$ cat src/rtl/tone_frequency_meter.sv
// Tone frequency meter: counts hysteretic rising midscale crossings of an 8-bit
// sample stream over a fixed gate window and reports the scaled count in Hz.
module tone_frequency_meter #(
    parameter int unsigned GATE_SAMPLES  = 4000,
    parameter int unsigned SCALE_SHIFT   = 3,
    parameter int unsigned HIGH_THRESH   = 160,
    parameter int unsigned LOW_THRESH    = 96,
    parameter int unsigned MIN_CROSSINGS = 2
) (
    input  logic        CLK_32KHz,
    input  logic        reset,
    input  logic [7:0]  inputSample,
    input  logic        sampleValid,
    output logic [13:0] measuredFrequency,
    output logic        frequencyValid,
    output logic        signalPresent,
    output logic        crossingPulse
);

    localparam int unsigned CW = $clog2(GATE_SAMPLES + 1);
    localparam int unsigned TW = CW + 1;
    localparam int unsigned SW = 14 + SCALE_SHIFT;

    localparam logic [CW-1:0] GATE_LAST = CW'(GATE_SAMPLES - 1);
    localparam logic [TW-1:0] MIN_X     = TW'(MIN_CROSSINGS);
    localparam logic [SW-1:0] FREQ_MAX  = SW'(16383);
    localparam logic [7:0]    HI        = 8'(HIGH_THRESH);
    localparam logic [7:0]    LO        = 8'(LOW_THRESH);

    typedef enum logic [1:0] {
        ACQUIRE,
        LOW,
        HIGH
    } state_t;

    state_t         state_q, state_d;
    logic [CW-1:0]  gate_q, gate_d;
    logic [CW-1:0]  cross_q, cross_d;
    logic [13:0]    freq_q, freq_d;
    logic           fvalid_q, fvalid_d;
    logic           present_q, present_d;
    logic           xpulse_q, xpulse_d;

    logic           crossing;
    logic [TW-1:0]  total;
    logic [SW-1:0]  scaled;

    always_ff @(posedge CLK_32KHz) begin
        if (reset) begin
            state_q   <= ACQUIRE;
            gate_q    <= '0;
            cross_q   <= '0;
            freq_q    <= '0;
            fvalid_q  <= 1'b0;
            present_q <= 1'b0;
            xpulse_q  <= 1'b0;
        end else begin
            state_q   <= state_d;
            gate_q    <= gate_d;
            cross_q   <= cross_d;
            freq_q    <= freq_d;
            fvalid_q  <= fvalid_d;
            present_q <= present_d;
            xpulse_q  <= xpulse_d;
        end
    end

    always_comb begin
        state_d   = state_q;
        gate_d    = gate_q;
        cross_d   = cross_q;
        freq_d    = freq_q;
        fvalid_d  = 1'b0;
        present_d = present_q;
        xpulse_d  = 1'b0;
        crossing  = 1'b0;
        total     = '0;
        scaled    = '0;

        if (sampleValid) begin
            case (state_q)
                LOW: begin
                    if (inputSample >= HI) begin
                        state_d  = HIGH;
                        crossing = 1'b1;
                    end
                end
                HIGH: begin
                    if (inputSample <= LO) state_d = LOW;
                end
                default: begin
                    // Entry into HIGH from ACQUIRE has no known prior LOW, so it is not a crossing
                    if (inputSample >= HI)      state_d = HIGH;
                    else if (inputSample <= LO) state_d = LOW;
                end
            endcase

            xpulse_d = crossing;

            if (gate_q == GATE_LAST) begin
                total     = TW'(cross_q) + TW'(crossing);
                scaled    = SW'(total) << SCALE_SHIFT;
                freq_d    = (scaled > FREQ_MAX) ? 14'h3FFF : scaled[13:0];
                present_d = (total >= MIN_X);
                fvalid_d  = 1'b1;
                cross_d   = '0;
                gate_d    = '0;
            end else begin
                gate_d = gate_q + CW'(1);
                if (crossing && (cross_q != '1)) cross_d = cross_q + CW'(1);
            end
        end
    end

    assign measuredFrequency = freq_q;
    assign frequencyValid    = fvalid_q;
    assign signalPresent     = present_q;
    assign crossingPulse     = xpulse_q;

endmodule

$ cat config.mk
export PLATFORM = sky130hd
export DESIGN_NAME = tone_frequency_meter
export DESIGN_NICKNAME = d
export VERILOG_FILES = /design/src/rtl/tone_frequency_meter.sv
export SDC_FILE = /design/constraint.sdc
export NUM_CORES = 1
export LEC_CHECK = 0
export ABC_CLOCK_PERIOD_IN_PS = 2640
export CORE_MARGIN = 10
export CORE_UTILIZATION = 39
export CTS_BUF_LIST = sky130_fd_sc_hd__clkbuf_8
export CTS_CLUSTER_SIZE = 25
export DETAILED_ROUTE_END_ITERATION = 10
export GPL_TIMING_DRIVEN = 0
export PLACE_DENSITY_LB_ADDON = 0.2
export SETUP_SLACK_MARGIN = 0.05
export SLEW_MARGIN = 30
export SYNTH_ARGS = -nofsm -noshare
export SYNTH_HDL_FRONTEND = slang
export SYNTH_SLANG_ARGS = --single-unit
$ cat constraint.sdc
create_clock -name CLK_32KHz -period 2.64 [get_ports CLK_32KHz]
set_clock_uncertainty 0.2 [all_clocks]
set_input_delay 0.528 -clock CLK_32KHz [delete_from_list [all_inputs] [get_ports CLK_32KHz]]
set_output_delay 0.528 -clock CLK_32KHz [all_outputs]
set_load 0.01 [all_outputs]
After elaboration in Yosys (flattened, before gate mapping)
Index checks and enable logic that the tools add are counted.
W data, S select, Z words.
- flip-flop bits (word level): 43
- input bits: 11
- output and inout bits: 17
- logic and storage cells: 38
- $add $sub $neg: 3
- magnitude comparators: 4
- equal/unequal tests: 5
- mux-type cells: 12
- bitwise operators: 1
- reductions and logical operators: 6
- operator list (cell ; number):
    $mux W12 ; 3
    $add A12 B1 Y12 const B ; 2
    $gt A16 B14 Y1 const B ; 1
    $mux W14 ; 1
    $add A12 B1 Y13 ; 1
    $ge A13 B2 Y1 const B ; 1
    $eq A12 B12 Y1 const B ; 1
    $ne A12 B12 Y1 const B ; 1
    $ge A8 B8 Y1 const B ; 1
    $le A8 B7 Y1 const B ; 1
    $mux W2 ; 3
    $reduce_and A2 Y1 ; 3
    $mux W1 ; 4
    $pmux W2 S2 ; 1
    $eq A2 B1 Y1 const B ; 1
    $eq A2 B2 Y1 const B ; 1
    $ne A2 B2 Y1 const B ; 1
    $reduce_bool A2 Y1 ; 1
    $reduce_or A2 Y1 ; 1
    $logic_and A1 B1 Y1 ; 1
    $not A1 Y1 ; 1

Longest topological paths before layout
Gate-level depths: netlist of the first run.
- word-level depth: 7
- mapped depth: 10
- mapped depth without buffers: 10

Worst setup path before layout of the first run
OpenSTA, ideal clock, no wires.
- path kind: input port to flip-flop
- start: input port inputSample[5]
- end: register freq_q[3] (netlist: measuredFrequency[3])
- library setup time: 0.079 ns
- data arrival time: 2.194 ns
- data required time: 2.361 ns
- slack: 0.167 ns
- stages: 9
- buffers on the path: 1
- path through: o21a_1 and2_1 ha_1 ha_1 nand3_1 or3_4 a41o_1 buf_6 a211oi_2
- word-level cells in the longest chain between the ends: 7
- RTL lines (what ; line ; source):
    start, declared ; 12 ; input logic [7:0] inputSample,
    $ge A8 B8 Y1 * ; 83 ; if (inputSample >= HI) begin
    $mux W1 * ; 83 ;
    $mux W1 * ; 81 ; case (state_q)
    $mux W1 * ; 80 ; if (sampleValid) begin
    $add A12 B1 Y13 * ; 101 ; total = TW'(cross_q) + TW'(crossing);
    $gt A16 B14 Y1 ; 103 ; freq_d = (scaled > FREQ_MAX) ? 14'h3FFF : scaled[13:0];
    $mux W14 * ; 103 ;
    end signal, assigned ; 61 ; freq_q <= freq_d;
    end, declared ; 39 ; logic [13:0] freq_q, freq_d;
Every way passes the cells marked *; elsewhere a longest branch is shown, timed or not. The select of a mux whose other input is x is not followed.
A chain may end at the register's enable or synchronous reset.

Worst setup path after layout of the first run
- start: input port inputSample[6]
- end: register freq_q[2] (netlist: measuredFrequency[2])
- word-level cells in the longest chain between the ends: 7
- RTL lines (what ; line):
    $ge A8 B8 Y1 ; 83
    $mux W1 ; 83
    $mux W1 ; 81
    $mux W1 ; 80
    $add A12 B1 Y13 ; 101
    $gt A16 B14 Y1 ; 103
    $mux W14 ; 103
No other way between the ends. The select of a mux whose other input is x is not followed.

==> out/metrics.yaml, run 1 <==
portBuffers: 27
slowest_delay_ns: 0.35
instances_no_fill: 361
layout_setup_ws_ns: 0.205
yosysSeqAreaShare_pct: 36.6
tightest_slew_ns: 0.475
critPathSlowestCell: "or3_4"
fin_setup_tns_ns: 0
mostFrequentLayoutCells: "dfxtp_1, nor2_1, clkdlybuf4s50_1"
worstPathMaxFanout: 4
multiInputGateArea_um2: 1290
dp_slack_ns: -0.675
grt.overflow.total: 0
swShare_pct: 21.1
viasPerCell: 5.01
place_area_um2: 2600
synth_cell_types: 49
grt_pass1_vias: 1687
htree_num_levels: 2
core_area_um2: 5540
hold_viol: 0
final_core_util_pct: 50.0
leakage_nw: 0.985
seqPwrFrac_pct: 51.4
initial_core_util_pct: 40.5
final_common_cell: "dfxtp_1"
crit_buf_inv: 1
yosys_warnings: 0
drv_cap: 0
ys_ff_latch: 41
gr-usage-all-layers_pct: 10.8
fin_crit_ns: 2.43
cts_hold_buf: 0
slew_violations: 0
drtIter0Drc: 84
clkPwrFrac_pct: 43.0
combPwrFrac_pct: 5.6
period_share_pct: 92.2
post_drt_wl_per_cell_um: 13.3
grt_max_degree: 13
final_area_um2: 2770
worstPathCellList: "dlygate4sd2_1 > o21a_1 > and2_4 > ha_4 > ha_4 > nand3_4 > or3_4 > a41o_1 > or2_0 > a21oi_1"
hold_slack_ns: 0.288
avgSynthCellArea_um2: 8.86
dp_cells: 352
start_kind: "primary input"
die-area_um2: 9180
drt_first_pass_iters: 4
rows: 27
ir_drop_mv: 0.189
cpMostUsedCell: "ha_4"
clkSinkCount: 41
cts_tree: "yes"
insertion_delay_ns: 0.29
die_h_um: 95.8
hold_path_class: "reg2reg"
outcome: "complete, no violations"
required_ns: 2.67
power_mw: 1.22
power_density_nw_per_um2: 441
internal_power_mw: 0.963
grt_pass1_wl_um: 8090
clockBufferDepth: 2
clk_pin_slew_ns: 0.08
root_buffer: "clkbuf_8"
antenna_found_initial: 0
place.gp.congestion: 0.796
dp_hpwl_um: 3540
drc: 0
nets: 305
dr_total_vias: 1810
pin_count: 28
rsz0062_at_grt: "no"
worstSetupPathType: "in2reg"
synthCells: 253
crit_family: "simple AND/OR/NAND/NOR gates"
setup_viol: 0
drive_above_1_share_pct: 15.9
die_w_um: 95.8
finalWirelength_um: 4780
syn_area_um2: 2240
fill_cells: 553
maxSlewHeadroom_pct: 68.0
antenna_cells: 0
area_growth_pct: 23.5
end_kind: "flop"
power.switching_mw: 0.258
seq_area_um2: 821
synth_nets: 270
cts_made_buffers: 5
max_freq_mhz: 411
arrival_ns: 2.46
ant_nets: 0
==> cells by family after synthesis <==
kind of cell,Yosys count,synth area share [%]
AO/OA/AOI/OAI,37,11.8
XOR/XNOR,32,12.5
adder cells (fa/ha/maj),6,3.35
flip-flops,41,36.6
AND/OR/NAND/NOR,111,27.0
multiplexers,2,0.893
buffers and inverters,24,7.87
==> metal layers <==
metal	GRT usage, %	part of all wire (%)
met2	17.2	45
met5	0	0
met3	2.88	4.9
met1	14.1	49
met4	2.95	0.79
==> worst reg2reg max path: stages, from the launching register on <==
cell and delay, ns:
dfxtp_1 0.33, inv_1 0.06, ha_2 0.22, and2_4 0.16, ha_4 0.15, ha_4 0.17, nand3_4 0.11, or3_4 0.35
a41o_1 0.27, or2_0 0.21, a21oi_1 0.11
==> state kept, by name, summed over array words and instances, names as in the netlist <==
name / count
state_q: 2
signalPresent: 1
cross_q: 12
crossingPulse: 1
measuredFrequency: 12
gate_q: 12
frequencyValid: 1
==> cells in the mapped netlist, drive strengths merged <==
| library cell | instances | area [um2] |
|---|---|---|
| dfxtp | 41 | 821 |
| nor2 | 39 | 149 |
| xnor2 | 23 | 201 |
| buf | 17 | 130 |
| nand3 | 15 | 75.1 |
| nand2 | 13 | 48.8 |
| a31oi | 11 | 68.8 |
| o21bai | 9 | 67.6 |
| xor2 | 9 | 78.8 |
| nor4 | 7 | 43.8 |
| ha | 6 | 75.1 |
| nand4 | 6 | 52.6 |
| nor3 | 6 | 35.0 |
| a21oi | 4 | 20.0 |
| inv | 4 | 15.0 |
| or2 | 4 | 25.0 |
| a211oi | 3 | 32.5 |
| and2 | 3 | 18.8 |
| and4 | 3 | 27.5 |
| clkbuf | 3 | 31.3 |
| nand2b | 3 | 18.8 |
| nor3b | 3 | 27.5 |
| or3 | 3 | 23.8 |
| mux2i | 2 | 20.0 |
| o211ai | 2 | 15.0 |
| o21ai | 2 | 10.0 |
| or4 | 2 | 18.8 |
| a31o | 1 | 8.76 |
| a32oi | 1 | 8.76 |
| a41o | 1 | 10.0 |
| and3 | 1 | 6.26 |
| and4b | 1 | 10.0 |
| nand4b | 1 | 8.76 |
| nor4b | 1 | 15.0 |
| o2111ai | 1 | 8.76 |
| o21a | 1 | 7.51 |
| o31ai | 1 | 7.51 |
==> final timing paths <==
kind,from,to,slack [ns],depth (start not counted)
min,state_q[0]$_SDFFE_PP0P_,state_q[0]$_SDFFE_PP0P_,0.29,2
min reg2reg,state_q[0]$_SDFFE_PP0P_,state_q[0]$_SDFFE_PP0P_,0.29,2
max,inputSample[6],measuredFrequency[2]$_SDFFE_PP0P_,0.21,10
max reg2reg,state_q[1]$_SDFFE_PP0P_,measuredFrequency[2]$_SDFFE_PP0P_,0.24,10
==> power by group through the flow <==
stage               clock network [mW]  registers, mW  logic (mW)
floorplan                            0          0.642      0.0402
global placement                     0          0.643      0.0660
detailed placement                   0          0.643      0.0675
CTS                              0.540          0.628      0.0685
global route                     0.572          0.630      0.0752
finish                           0.525          0.628      0.0682
==> final cells by class <==
type                            count  area share (%)
Sequential cell                    41            29.6
Tap cell                           72            3.25
Clock inverter                      2            1.22
Multi-Input combinational cell    188            46.7
Clock buffer                        6            2.98
Buffer                             20            5.83
Inverter                            4           0.542
Timing Repair Buffer               28            9.89
==> what timing repair did <==
item	in CTS	in global routing
buffers inserted	1	0
resized for setup	11	1
pin swaps	1	0
setup endpoints to repair	13	2
No activity file was read; power rests on OpenSTA's default activity.
==> run 2, diff against run 1 <==
--- a/config.mk
+++ b/config.mk
@@ -11,7 +11,6 @@
 export CTS_BUF_LIST = sky130_fd_sc_hd__clkbuf_8
 export CTS_CLUSTER_SIZE = 25
 export DETAILED_ROUTE_END_ITERATION = 10
-export GPL_TIMING_DRIVEN = 0
 export PLACE_DENSITY_LB_ADDON = 0.2
 export SETUP_SLACK_MARGIN = 0.05
 export SLEW_MARGIN = 30
==> run 2 against run 1 <==
Combinational power increased by 5.9%. Hold slack got worse by 0.0065 ns. Cell count increased by 0.55%. Flip-flop and latch count unchanged. Fmax decreased by 0.76%. Clock power decreased by 23%. Register-to-register slack got worse by 0.03 ns. Non-clock buffer count increased by 3. Utilization decreased by 0.50 points. Routed wire length decreased by 3.7%. First-iteration DRC count decreased by 18%. Critical endpoint unchanged. Largest power group unchanged. Highest routed layer is now met3.
==> out/metrics.yaml, run 2 (synthesized netlist as in run 1, its figures left out) <==
cts_tree: "yes"
hold_depth: 2
reg2reg_to: "measuredFrequency[2]$_SDFFE_PP0P_"
worstPathMaxFanout: 4
dr_total_vias: 1799
cts_made_buffers: 5
grt_pass1_wl_um: 7570
pin_count: 28
area_growth_pct: 22.3
grt_pass1_vias: 1601
drv_cap: 0
end_kind: "flop"
clkSinkCount: 41
final_area_um2: 2740
arrival_ns: 2.47
regToRegStartpoint: "state_q[1]$_SDFFE_PP0P_"
die_h_um: 95.8
multiInputGateArea_um2: 1270
drt_first_pass_iters: 4
start_kind: "primary input"
slowest_delay_ns: 0.40
grt_max_degree: 23
fill_cells: 558
drc: 0
post_drt_wl_per_cell_um: 12.7
grt.overflow.total: 0
root_buffer: "clkbuf_8"
insertion_delay_ns: 0.28
holdPathEnd: "state_q[0]$_SDFFE_PP0P_"
slew_violations: 0
core_area_um2: 5540
r2r_setup_slack_ns: 0.21
seq_area_um2: 821
leakage_nw: 0.980
crit_family: "simple AND/OR/NAND/NOR gates"
worstSetupPathType: "in2reg"
drtIter0Drc: 69
clk_pin_slew_ns: 0.07
antenna_found_initial: 0
die_w_um: 95.8
reg2reg_depth: 10
rsz0062_at_grt: "no"
holdCritStartpoint: "state_q[0]$_SDFFE_PP0P_"
viasPerCell: 4.96
ir_drop_mv: 0.257
portBuffers: 27
fin_crit_ns: 2.45
gr-usage-all-layers_pct: 9.99
nets: 308
antenna_cells: 0
fin_setup_tns_ns: 0
power_density_nw_per_um2: 402
hold_viol: 0
outcome: "complete, no violations"
hold_path_class: "reg2reg"
dp_cells: 353
ant_nets: 0
clockBufferDepth: 2
setup_viol: 0
place_area_um2: 2610
required_ns: 2.66
dp_hpwl_um: 3440
maxSlewHeadroom_pct: 68.7
initial_core_util_pct: 40.5
place.gp.congestion: 0.831
period_share_pct: 92.9
crit_buf_inv: 1
instances_no_fill: 363
die-area_um2: 9180
final_common_cell: "dfxtp_1"
tightest_slew_ns: 0.465
mostFrequentLayoutCells: "dfxtp_1, nor2_1, clkdlybuf4s50_1"
finalWirelength_um: 4610
max_freq_mhz: 408
rows: 27
cp-startpoint: "inputSample[5]"
final_core_util_pct: 49.5
drive_above_1_share_pct: 16.2
worstPathCellList: "dlygate4sd2_1 > o21a_1 > and2_1 > ha_2 > ha_4 > nand3_2 > or3_4 > a41o_1 > or2_0 > a21oi_1"
critPathSlowestCell: "or3_4"
hold_slack_ns: 0.282
htree_num_levels: 2
-- run 2: routing by layer --
metal | wire [um] | GRT usage [%]
met1 | 2260 | 13.5
met2 | 2110 | 15.5
met3 | 237 | 2.33
met4 | 0 | 2.95
met5 | 0 | 0
-- run 2: power breakdown --
group	internal (mW)	total [mW]	switching, mW	leakage, nW
clock	0.204	0.402	0.198	0.0485
sequential	0.624	0.628	0.00461	0.331
combinational	0.0394	0.0722	0.0329	0.600
-- run 2: per-stage QoR --
step,setup slack (ns),power (mW)
floorplan,0.167,0.682
finish,0.187,1.10
global placement,-0.336,0.715
CTS,0.175,1.12
detailed placement,-0.387,0.716
global route,0.0459,1.15
-- run 2: what timing repair did --
item | CTS | global route
setup buffers | 2 | 1
endpoints found under the setup margin | 12 | 1
gates resized for setup | 8 | 1
hold buffers | 0 | 0
pin swaps | 6 | 3
-- run 2: worst max-delay path by stage --
stage,depth (start not counted),end
after floorplan,9,measuredFrequency[3]$_SDFFE_PP0P_
after global placement,11,signalPresent$_SDFFE_PP0P_
after detailed placement,10,measuredFrequency[4]$_SDFFE_PP0P_
after CTS,10,measuredFrequency[2]$_SDFFE_PP0P_
after global routing,10,measuredFrequency[2]$_SDFFE_PP0P_
final,10,measuredFrequency[2]$_SDFFE_PP0P_
-- run 2: final cells by class --
cell class,count,area share [%]
inverters,4,0.547
repair buffers,51,16.9
well taps,72,3.28
multi-input cells,188,46.2
clock buffers,6,3.01
clock inverters,1,0.137
flip-flops and latches,41,29.9
-- run 2: worst register-to-register path, delay by kind of cell (launching register included) --
family	cells	cell delay, ns
AO/OA/AOI/OAI	2	0.42
adder cells (fa/ha/maj)	3	0.51
AND/OR/NAND/NOR	4	0.85
flip-flops	1	0.33
buffers and inverters	1	0.06
==> run 3, diff against run 2 <==
--- a/config.mk
+++ b/config.mk
@@ -9,7 +9,7 @@
 export CORE_MARGIN = 10
 export CORE_UTILIZATION = 39
 export CTS_BUF_LIST = sky130_fd_sc_hd__clkbuf_8
-export CTS_CLUSTER_SIZE = 25
+export CTS_CLUSTER_SIZE = 16
 export DETAILED_ROUTE_END_ITERATION = 10
 export PLACE_DENSITY_LB_ADDON = 0.2
 export SETUP_SLACK_MARGIN = 0.05
==> results of run 3 <==
The final DEF is identical to that of run 2; final timing and power are the same.
